**src/rtl/sign_pkg.sv**
```systemverilog
// Shared definitions for sign-magnitude / two's-complement conversion blocks.
// Used by sign_restore and by the abs block for its most-negative constant.
package sign_pkg;

  localparam int unsigned DwDefault = 8;

  // Range-check results produced by the first pipeline stage.
  typedef struct packed {
    logic sign;
    logic pos_ovf;
    logic neg_ovf;
    logic neg_zero;
  } s1_flags_t;

  // Largest positive value representable in dw-bit two's complement.
  function automatic logic [63:0] max_pos(input int unsigned dw);
    return (64'd1 << (dw - 1)) - 64'd1;
  endfunction

  // Bit pattern of the most negative dw-bit value; also equals max_pos + 1 as a magnitude.
  function automatic logic [63:0] min_neg(input int unsigned dw);
    return 64'd1 << (dw - 1);
  endfunction

endpackage

```
**src/rtl/sign_restore_pipe_stage.sv**
```systemverilog
// Generic valid/ready register slice. Accepts a new beat in the same cycle it
// hands its held beat downstream; holds payload stable while stalled.
module pipe_stage #(
  parameter int unsigned Width = 8
) (
  input  logic             clk,
  input  logic             rst_n,
  input  logic             in_valid,
  output logic             in_ready,
  input  logic [Width-1:0] in_data,
  output logic             out_valid,
  input  logic             out_ready,
  output logic [Width-1:0] out_data
);

  assign in_ready = !out_valid | out_ready;

  // Load when empty or when the held beat leaves this cycle.
  always_ff @(posedge clk) begin
    if (!rst_n) begin
      out_valid <= 1'b0;
      out_data  <= '0;
    end else if (in_ready) begin
      out_valid <= in_valid;
      if (in_valid) begin
        out_data <= in_data;
      end
    end
  end

endmodule

```
**src/rtl/sign_restore.sv**
```systemverilog
// Streaming sign-magnitude to two's-complement converter with saturation.
// Stage 1 registers the input with its range flags; stage 2 registers the result.
// Optional saturation event counter: define SIGN_RESTORE_SAT_CNT_EN.
module sign_restore
  import sign_pkg::*;
#(
  parameter int unsigned DW    = DwDefault,
  parameter int unsigned CNT_W = 16
) (
  input  logic             clk,
  input  logic             rst_n,
  input  logic             in_valid,
  output logic             in_ready,
  input  logic             in_sign,
  input  logic [DW-1:0]    in_mag,
  output logic             out_valid,
  input  logic             out_ready,
  output logic [DW-1:0]    out_data,
  output logic             out_sat
`ifdef SIGN_RESTORE_SAT_CNT_EN
  ,
  output logic [CNT_W-1:0] sat_cnt,
  input  logic             sat_cnt_clr
`endif
);

  localparam logic [DW-1:0] MaxP = DW'(max_pos(DW));
  localparam logic [DW-1:0] MinN = DW'(min_neg(DW));

  typedef struct packed {
    s1_flags_t     flags;
    logic [DW-1:0] mag;
  } s1_t;

  typedef struct packed {
    logic          sat;
    logic [DW-1:0] data;
  } s2_t;

  if (DW < 2 || CNT_W < 1) begin : g_param_check
    $error("sign_restore: DW must be >= 2 and CNT_W >= 1");
  end

  s1_t  s1_d, s1_q;
  s2_t  s2_d, s2_q;
  logic s1_in_ready, s1_valid, s2_in_ready;

  // Range check on the incoming beat; MinN doubles as MAXP+1 in magnitude terms.
  always_comb begin
    s1_d.mag            = in_mag;
    s1_d.flags.sign     = in_sign;
    s1_d.flags.pos_ovf  = !in_sign && (in_mag > MaxP);
    s1_d.flags.neg_ovf  = in_sign && (in_mag > MinN);
    s1_d.flags.neg_zero = in_sign && (in_mag == '0);
  end

  // Held in reset so upstream never sees a ready it cannot honour.
  assign in_ready = rst_n & s1_in_ready;

  pipe_stage #(
    .Width($bits(s1_t))
  ) u_stage1 (
    .clk      (clk),
    .rst_n    (rst_n),
    .in_valid (in_valid),
    .in_ready (s1_in_ready),
    .in_data  (s1_d),
    .out_valid(s1_valid),
    .out_ready(s2_in_ready),
    .out_data (s1_q)
  );

  // Conversion; -(MAXP+1) falls out of plain negation without saturating.
  always_comb begin
    s2_d.sat  = 1'b0;
    s2_d.data = s1_q.mag;
    if (s1_q.flags.pos_ovf) begin
      s2_d.sat  = 1'b1;
      s2_d.data = MaxP;
    end else if (s1_q.flags.neg_ovf) begin
      s2_d.sat  = 1'b1;
      s2_d.data = MinN;
    end else if (s1_q.flags.neg_zero) begin
      s2_d.data = '0;
    end else if (s1_q.flags.sign) begin
      s2_d.data = (~s1_q.mag) + DW'(1);
    end
  end

  pipe_stage #(
    .Width($bits(s2_t))
  ) u_stage2 (
    .clk      (clk),
    .rst_n    (rst_n),
    .in_valid (s1_valid),
    .in_ready (s2_in_ready),
    .in_data  (s2_d),
    .out_valid(out_valid),
    .out_ready(out_ready),
    .out_data (s2_q)
  );

  assign out_data = s2_q.data;
  assign out_sat  = s2_q.sat;

`ifdef SIGN_RESTORE_SAT_CNT_EN
  // Count saturated output transfers; sticks at all-ones, clear wins over increment.
  always_ff @(posedge clk) begin
    if (!rst_n) begin
      sat_cnt <= '0;
    end else if (sat_cnt_clr) begin
      sat_cnt <= '0;
    end else if (out_valid && out_ready && out_sat && (sat_cnt != '1)) begin
      sat_cnt <= sat_cnt + CNT_W'(1);
    end
  end
`endif

endmodule

```
**config.mk**
```make
export PLATFORM = sky130hd
export DESIGN_NAME = sign_restore
export DESIGN_NICKNAME = d
export VERILOG_FILES = /design/src/rtl/sign_pkg.sv /design/src/rtl/sign_restore_pipe_stage.sv /design/src/rtl/sign_restore.sv
export SDC_FILE = /design/constraint.sdc
export NUM_CORES = 1
export LEC_CHECK = 0
export CELL_PAD_IN_SITES_DETAIL_PLACEMENT = 0
export CELL_PAD_IN_SITES_GLOBAL_PLACEMENT = 1
export CORE_MARGIN = 4
export CORE_UTILIZATION = 32
export CTS_CLUSTER_SIZE = 28
export DETAILED_ROUTE_END_ITERATION = 12
export PLACE_DENSITY = 0.76
export SLEW_MARGIN = 40
export SYNTH_ARGS = -nofsm -noshare
export SYNTH_HDL_FRONTEND = slang
export SYNTH_SLANG_ARGS = --single-unit
export TNS_END_PERCENT = 100
```
**constraint.sdc**
```tcl
create_clock -name clk -period 1.3 [get_ports clk]
set_input_delay 0.26 -clock clk [delete_from_list [all_inputs] [get_ports clk]]
set_output_delay 0.26 -clock clk [all_outputs]
set_load 0.03 [all_outputs]
```
==> impl_metrics.tcl, run 1 <==
set metrics [dict create \
    min_path_type "in -> reg" \
    grt_pass1_vias 1169 \
    die_w_um 66.6 \
    fin_crit_sh_pct 111 \
    grt_first_pass_wirelength_mm 5.04 \
    slew_violations 0 \
    min_path_cells 3 \
    worst-path-max-fanout 3 \
    final_area_mm2 0.00172 \
    critPathSlowestCell "dfxtp_2" \
    path_cells "nand3b_1, buf_4, and2_4, buf_6" \
    coreArea_mm2 0.00334 \
    route.vias.total 1167 \
    max-vdd-ir-drop_uv 381 \
    fin_hold_ws_ns 0.348 \
    track_usage_pct 14.8 \
    synth_compound_area_share_pct 22.9 \
    worstPathArrival_ns 1.19 \
    layout.cells.most_common "buf_4" \
    crit_family "flip-flops" \
    fmax_ghz 0.691 \
    syn_nets 149 \
    cts.clk_slew.worst_paths_ns 0.13 \
    clkSinkCount 23 \
    timing.final.crit_period_ns 1.45 \
    initial_core_util_pct 33.0 \
    syn_avg_cell_area_um2 8.15 \
    p_leak_uw 0.000682 \
    num_antenna_cells 0 \
    drt-wirelength-per-cell_um 13.5 \
    worst-path-stages 4 \
    clkLatencyLatePin_ns 0.32 \
    cts_tree "built" \
    hpwlAfterDp_mm 2.29 \
    num_rows 21 \
    nets 200 \
    critPathMaxStageDelay_ns 0.36 \
    avgViaCountPerCell 5.05 \
    powerDensity_mw_per_mm2 888 \
    drc_errors 0 \
    final.setup.tns_ns -0.311 \
    worst_slack_ns -0.147 \
    synth-seq-area-share_pct 41.9 \
    synth.mux.area_fraction_pct 1.82 \
    layout-drive-gt1-share_pct 36.2 \
    wl_mm 3.11 \
    grt_overflow 0 \
    critPathKind "reg -> out" \
    skew_ns 0.00762 \
    cts_root_buffer "clkbuf_4" \
    ioPinCount 24 \
    yosys.area_share.adder_pct 1.14 \
    synth-warning-count 0 \
    worstMarginPinSlew_ns 0.413 \
    synthXorXnorAreaFrac_pct 1.59 \
    slew_headroom_pct 72.4 \
    antenna_found_initial 0 \
    failed_checks "setup timing" \
    rsz0062_at_grt "true" \
    outcome "complete, but fails checks" \
    startpoint_type "register" \
    fin_util_pct 51.6 \
    post_synth_num_cell_types 31 \
    ys_seq_elements 23 \
    area_growth_pct 56.5 \
    grt_max_degree 14 \
    ant_nets 0 \
    cp-end-kind "output port" \
    dr.pass1.iters 4 \
    critPathBufInv 2 \
    setup_violations 5 \
    place_area_mm2 0.00156 \
    finalHoldViolCount 0 \
    wl_met3_um 92 \
    clock_path_buffers 2 \
    synth-simple-area-share_pct 26.1 \
    wl_met1_mm 1.37 \
    port_buffers 23 \
    final_cell_mix "31 x buf_4, 24 x nand2_1, 18 x dfxtp_1" \
    numCtsBuffers 3 \
    syn_inst 135 \
    die_area_mm2 0.00444 \
    synth_top_family_by_area "simple AND/OR/NAND/NOR gates" \
    routabilityCongestion 0.773 \
    ff2ff_path_depth 6 \
    htree_levels 1 \
    routed.top_layer "met4" \
    wl_met2_mm 1.56 \
    die_h_um 66.6 \
    synth_area_mm2 0.00110 \
    required_ns 1.04 \
    drv_cap 0 \
    drt_iter0_markers 51 \
]
## layout make-up
| class | instances | area (um^2) |
|---|---|---|
| repair buffers | 53 | 448 |
| well taps | 46 | 57.6 |
| clock buffers | 4 | 26.3 |
| fillers | 335 | 1620 |
| multi-input cells | 100 | 699 |
| flip-flops and latches | 23 | 469 |
| inverters | 5 | 21.3 |
## timing repair
action	in CTS	in global routing
resized for setup	43	10
pin swaps	11	6
hold buffers	0	0
buffers inserted	4	1
cloned	0	1
setup endpoints to repair	12	11
## cells in the mapped netlist, drive strengths merged
master	instances	share of area, %
nor3	5	2.3
o21a	1	0.68
ha	1	1.1
a2111oi	1	0.80
o22ai	1	0.57
nor4	3	2.3
nand4	1	0.57
nand2	25	8.5
a31oi	1	0.57
nor2b	6	3.4
buf	3	1.6
clkbuf	4	1.4
nor3b	4	2.7
o31ai	1	0.68
dfxtp	23	42
xnor2	2	1.6
a21oi	14	6.4
or4b	1	0.91
o21ai	9	4.1
inv	5	1.7
nand3b	3	2.0
a21boi	12	8.2
o211a	1	0.91
nor2	3	1.0
and2	1	0.57
and4b	1	0.91
mux2i	2	1.8
or3b	1	0.80
## state kept, by name, indices dropped and copies added, names as in the netlist
register	cells
u_stage1.out_data	12
u_stage2.out_data	9
u_stage2.out_valid	1
u_stage1.out_valid	1
## power breakdown
| group | switching (uW) | leakage, uW | internal [uW] |
|---|---|---|---|
| registers | 33.5 | 0.000191 | 746 |
| logic | 201 | 0.000476 | 204 |
| clock network | 223 | 0.0000150 | 120 |
## per-layer routing
metal / vias to the layer above / global-route usage (%)
li1: 574 / -
met1: 566 / 16.0
met2: 18 / 26.2
met3: 9 / 3.37
met4: 0 / 8.12
met5: - / 0
## worst min-delay path, stage by stage
cell	delay, ns
dlygate4sd2_1	0.25
nand2_1	0.06
a21boi_0	0.07
## cell families after synthesis
kind of cell	after synthesis
simple gates	54
compound gates	41
flops	23
buf+inv	12
xor+xnor	2
mux	2
fa+ha+maj	1
## worst paths after layout
kind,start,end,slack [ns]
hold / removal,in_mag[6],u_stage1.out_data[6]$_SDFFE_PN0P_,0.35
hold reg to reg,u_stage2.out_data[7]$_SDFFE_PN0P_,u_stage2.out_data[7]$_SDFFE_PN0P_,0.50
setup reg to reg,u_stage1.out_data[1]$_SDFFE_PN0P_,u_stage2.out_data[4]$_SDFFE_PN0P_,-0.11
setup / recovery,u_stage2.out_valid$_SDFFE_PN0P_,in_ready,-0.15
## per-stage QoR
| stage | instances | power (uW) | worst slack, ns |
|---|---|---|---|
| floorplan | 135 | 974 | -0.0197 |
| detailed placement | 222 | 1160 | -0.475 |
| global placement | 222 | 1150 | -0.442 |
| global route | 231 | 1610 | -0.203 |
| CTS | 230 | 1520 | -0.153 |
| finish | 231 | 1530 | -0.147 |
Power figures use the tool's default switching activity.
==> run 2: changes to the inputs <==
==> constraint.sdc (replaced) <==
create_clock -name clk -period 1.15 [get_ports clk]
set_input_delay 0.23 -clock clk [delete_from_list [all_inputs] [get_ports clk]]
set_output_delay 0.23 -clock clk [all_outputs]
set_load 0.03 [all_outputs]
==> impl_metrics.tcl, run 2 (synthesis gave the netlist of run 1 again) <==
set metrics [dict create \
    min_path_type "in -> reg" \
    powerDensity_mw_per_mm2 986 \
    fmax_ghz 0.686 \
    path_cells "nand3b_1, buf_4, and2_4, buf_6" \
    antenna_found_initial 0 \
    worst_slack_ns -0.308 \
    area_growth_pct 58.5 \
    timing.final.crit_period_ns 1.46 \
    track_usage_pct 15.3 \
    worstPathArrival_ns 1.23 \
    max-vdd-ir-drop_uv 362 \
    skew_ns 0.00881 \
    grt_pass1_vias 1184 \
    cts_tree "built" \
    n_fill_cell 311 \
    fin_crit_sh_pct 127 \
    worst-path-max-fanout 2 \
    htree_levels 1 \
    finalHoldViolCount 0 \
    drv_cap 0 \
    die_w_um 66.6 \
    final_cell_mix "43 x buf_4, 24 x nand2_1, 17 x dfxtp_1" \
    largest_reg_flops 12 \
    rsz0062_at_grt "true" \
    numCtsBuffers 3 \
    final_cells 237 \
    die_h_um 66.6 \
    routabilityCongestion 0.738 \
    drc_errors 0 \
    clock_path_buffers 2 \
    slew_violations 0 \
    dr.pass1.iters 4 \
    crit_family "flip-flops" \
    hpwlAfterDp_mm 2.13 \
    nets 206 \
    drt-wirelength-per-cell_um 12.3 \
    critPathKind "reg -> out" \
    ant_nets 0 \
    die_area_mm2 0.00444 \
    layout.cells.most_common "buf_4" \
    avgViaCountPerCell 4.90 \
    critPathMaxStageDelay_ns 0.36 \
    coreArea_mm2 0.00334 \
    cp-end-kind "output port" \
    critPathSlowestCell "dfxtp_4" \
    num_antenna_cells 0 \
    layout-drive-gt1-share_pct 39.8 \
    route.vias.total 1162 \
    fin_util_pct 52.2 \
    p_leak_uw 0.000723 \
    clkSinkCount 23 \
    clkLatencyLatePin_ns 0.32 \
    startpoint_type "register" \
    failed_checks "setup timing" \
    critPathBufInv 2 \
    final_area_mm2 0.00174 \
    grt_max_degree 15 \
    drt_iter0_markers 44 \
    ioPinCount 24 \
    worstMarginPinSlew_ns 0.345 \
    initial_core_util_pct 33.0 \
    grt_first_pass_wirelength_mm 5.26 \
    setup_violations 23 \
    top_regs "u_stage1.out_data: 12 flops, u_stage2.out_data: 9 flops" \
    port_buffers 23 \
    cts.clk_slew.worst_paths_ns 0.13 \
    outcome "complete, but fails checks" \
    slew_headroom_pct 76.9 \
    dp.cells 222 \
    place_area_mm2 0.00155 \
    required_ns 0.92 \
    wl_mm 2.92 \
    fin_hold_ws_ns 0.305 \
    grt_overflow 0 \
    num_rows 21 \
    regMostFlops "u_stage1.out_data" \
    cts_root_buffer "clkbuf_4" \
]
-- run 2: layout make-up --
type / count / area (um^2) / share of cell area [%]
timing repair buffer: 59 / 480 / 27.6
sequential: 23 / 473 / 27.1
clock inverter: 1 / 5.00 / 0.287
inverter: 5 / 18.8 / 1.08
multi-input combinational: 100 / 686 / 39.3
tap: 46 / 57.6 / 3.30
clock buffer: 3 / 22.5 / 1.29
-- run 2: where the power goes --
part	total (uW)	internal, uW	switching [uW]
registers	879	843	36.1
logic	458	239	220
clock network	381	130	251
total	1720	1210	507
-- run 2: stage by stage --
step | setup TNS [ns] | total power (uW) | worst slack [ns]
CTS | -3.24 | 1730 | -0.269
global route | -5.13 | 1820 | -0.354
floorplan | -0.270 | 1110 | -0.163
detailed placement | -6.79 | 1300 | -0.584
finish | -3.00 | 1720 | -0.308
global placement | -6.56 | 1290 | -0.510
-- run 2: worst reg2reg max path, stage by stage (launching register included) --
cell     delay, ns
dfxtp_4       0.37
inv_2         0.06
ha_4          0.13
or3b_4        0.37
nor3b_2       0.16
o21ai_1       0.14
a21oi_1       0.08
-- run 2: worst paths after layout --
path,endpoint,cells past startpoint,slack (ns),start
max,in_ready,4,-0.31,u_stage2.out_valid$_SDFFE_PN0P_
min,u_stage1.out_data[4]$_SDFFE_PN0P_,3,0.31,in_mag[4]
max reg2reg,u_stage2.out_data[4]$_SDFFE_PN0P_,6,-0.24,u_stage1.out_data[0]$_SDFFE_PN0P_
min reg2reg,u_stage2.out_data[7]$_SDFFE_PN0P_,2,0.48,u_stage2.out_data[7]$_SDFFE_PN0P_
-- run 2: metal layers --
metal	vias to the layer above	GRT usage (%)	part of all wire (%)
met5	-	0	0
met4	0	7.61	1.6
met3	6	2.53	5.1
met2	31	25.5	48
met1	535	18.9	45
li1	590	-	-
-- run 2: what timing repair did --
| action | in CTS | in global routing |
|---|---|---|
| setup buffers | 8 | 1 |
| hold buffers | 0 | 0 |
| pin swaps | 9 | 3 |
| setup endpoints to repair | 13 | 23 |
| resized for setup | 32 | 7 |
| gates cloned | 2 | 0 |
| hold endpoints to repair | 0 | 0 |
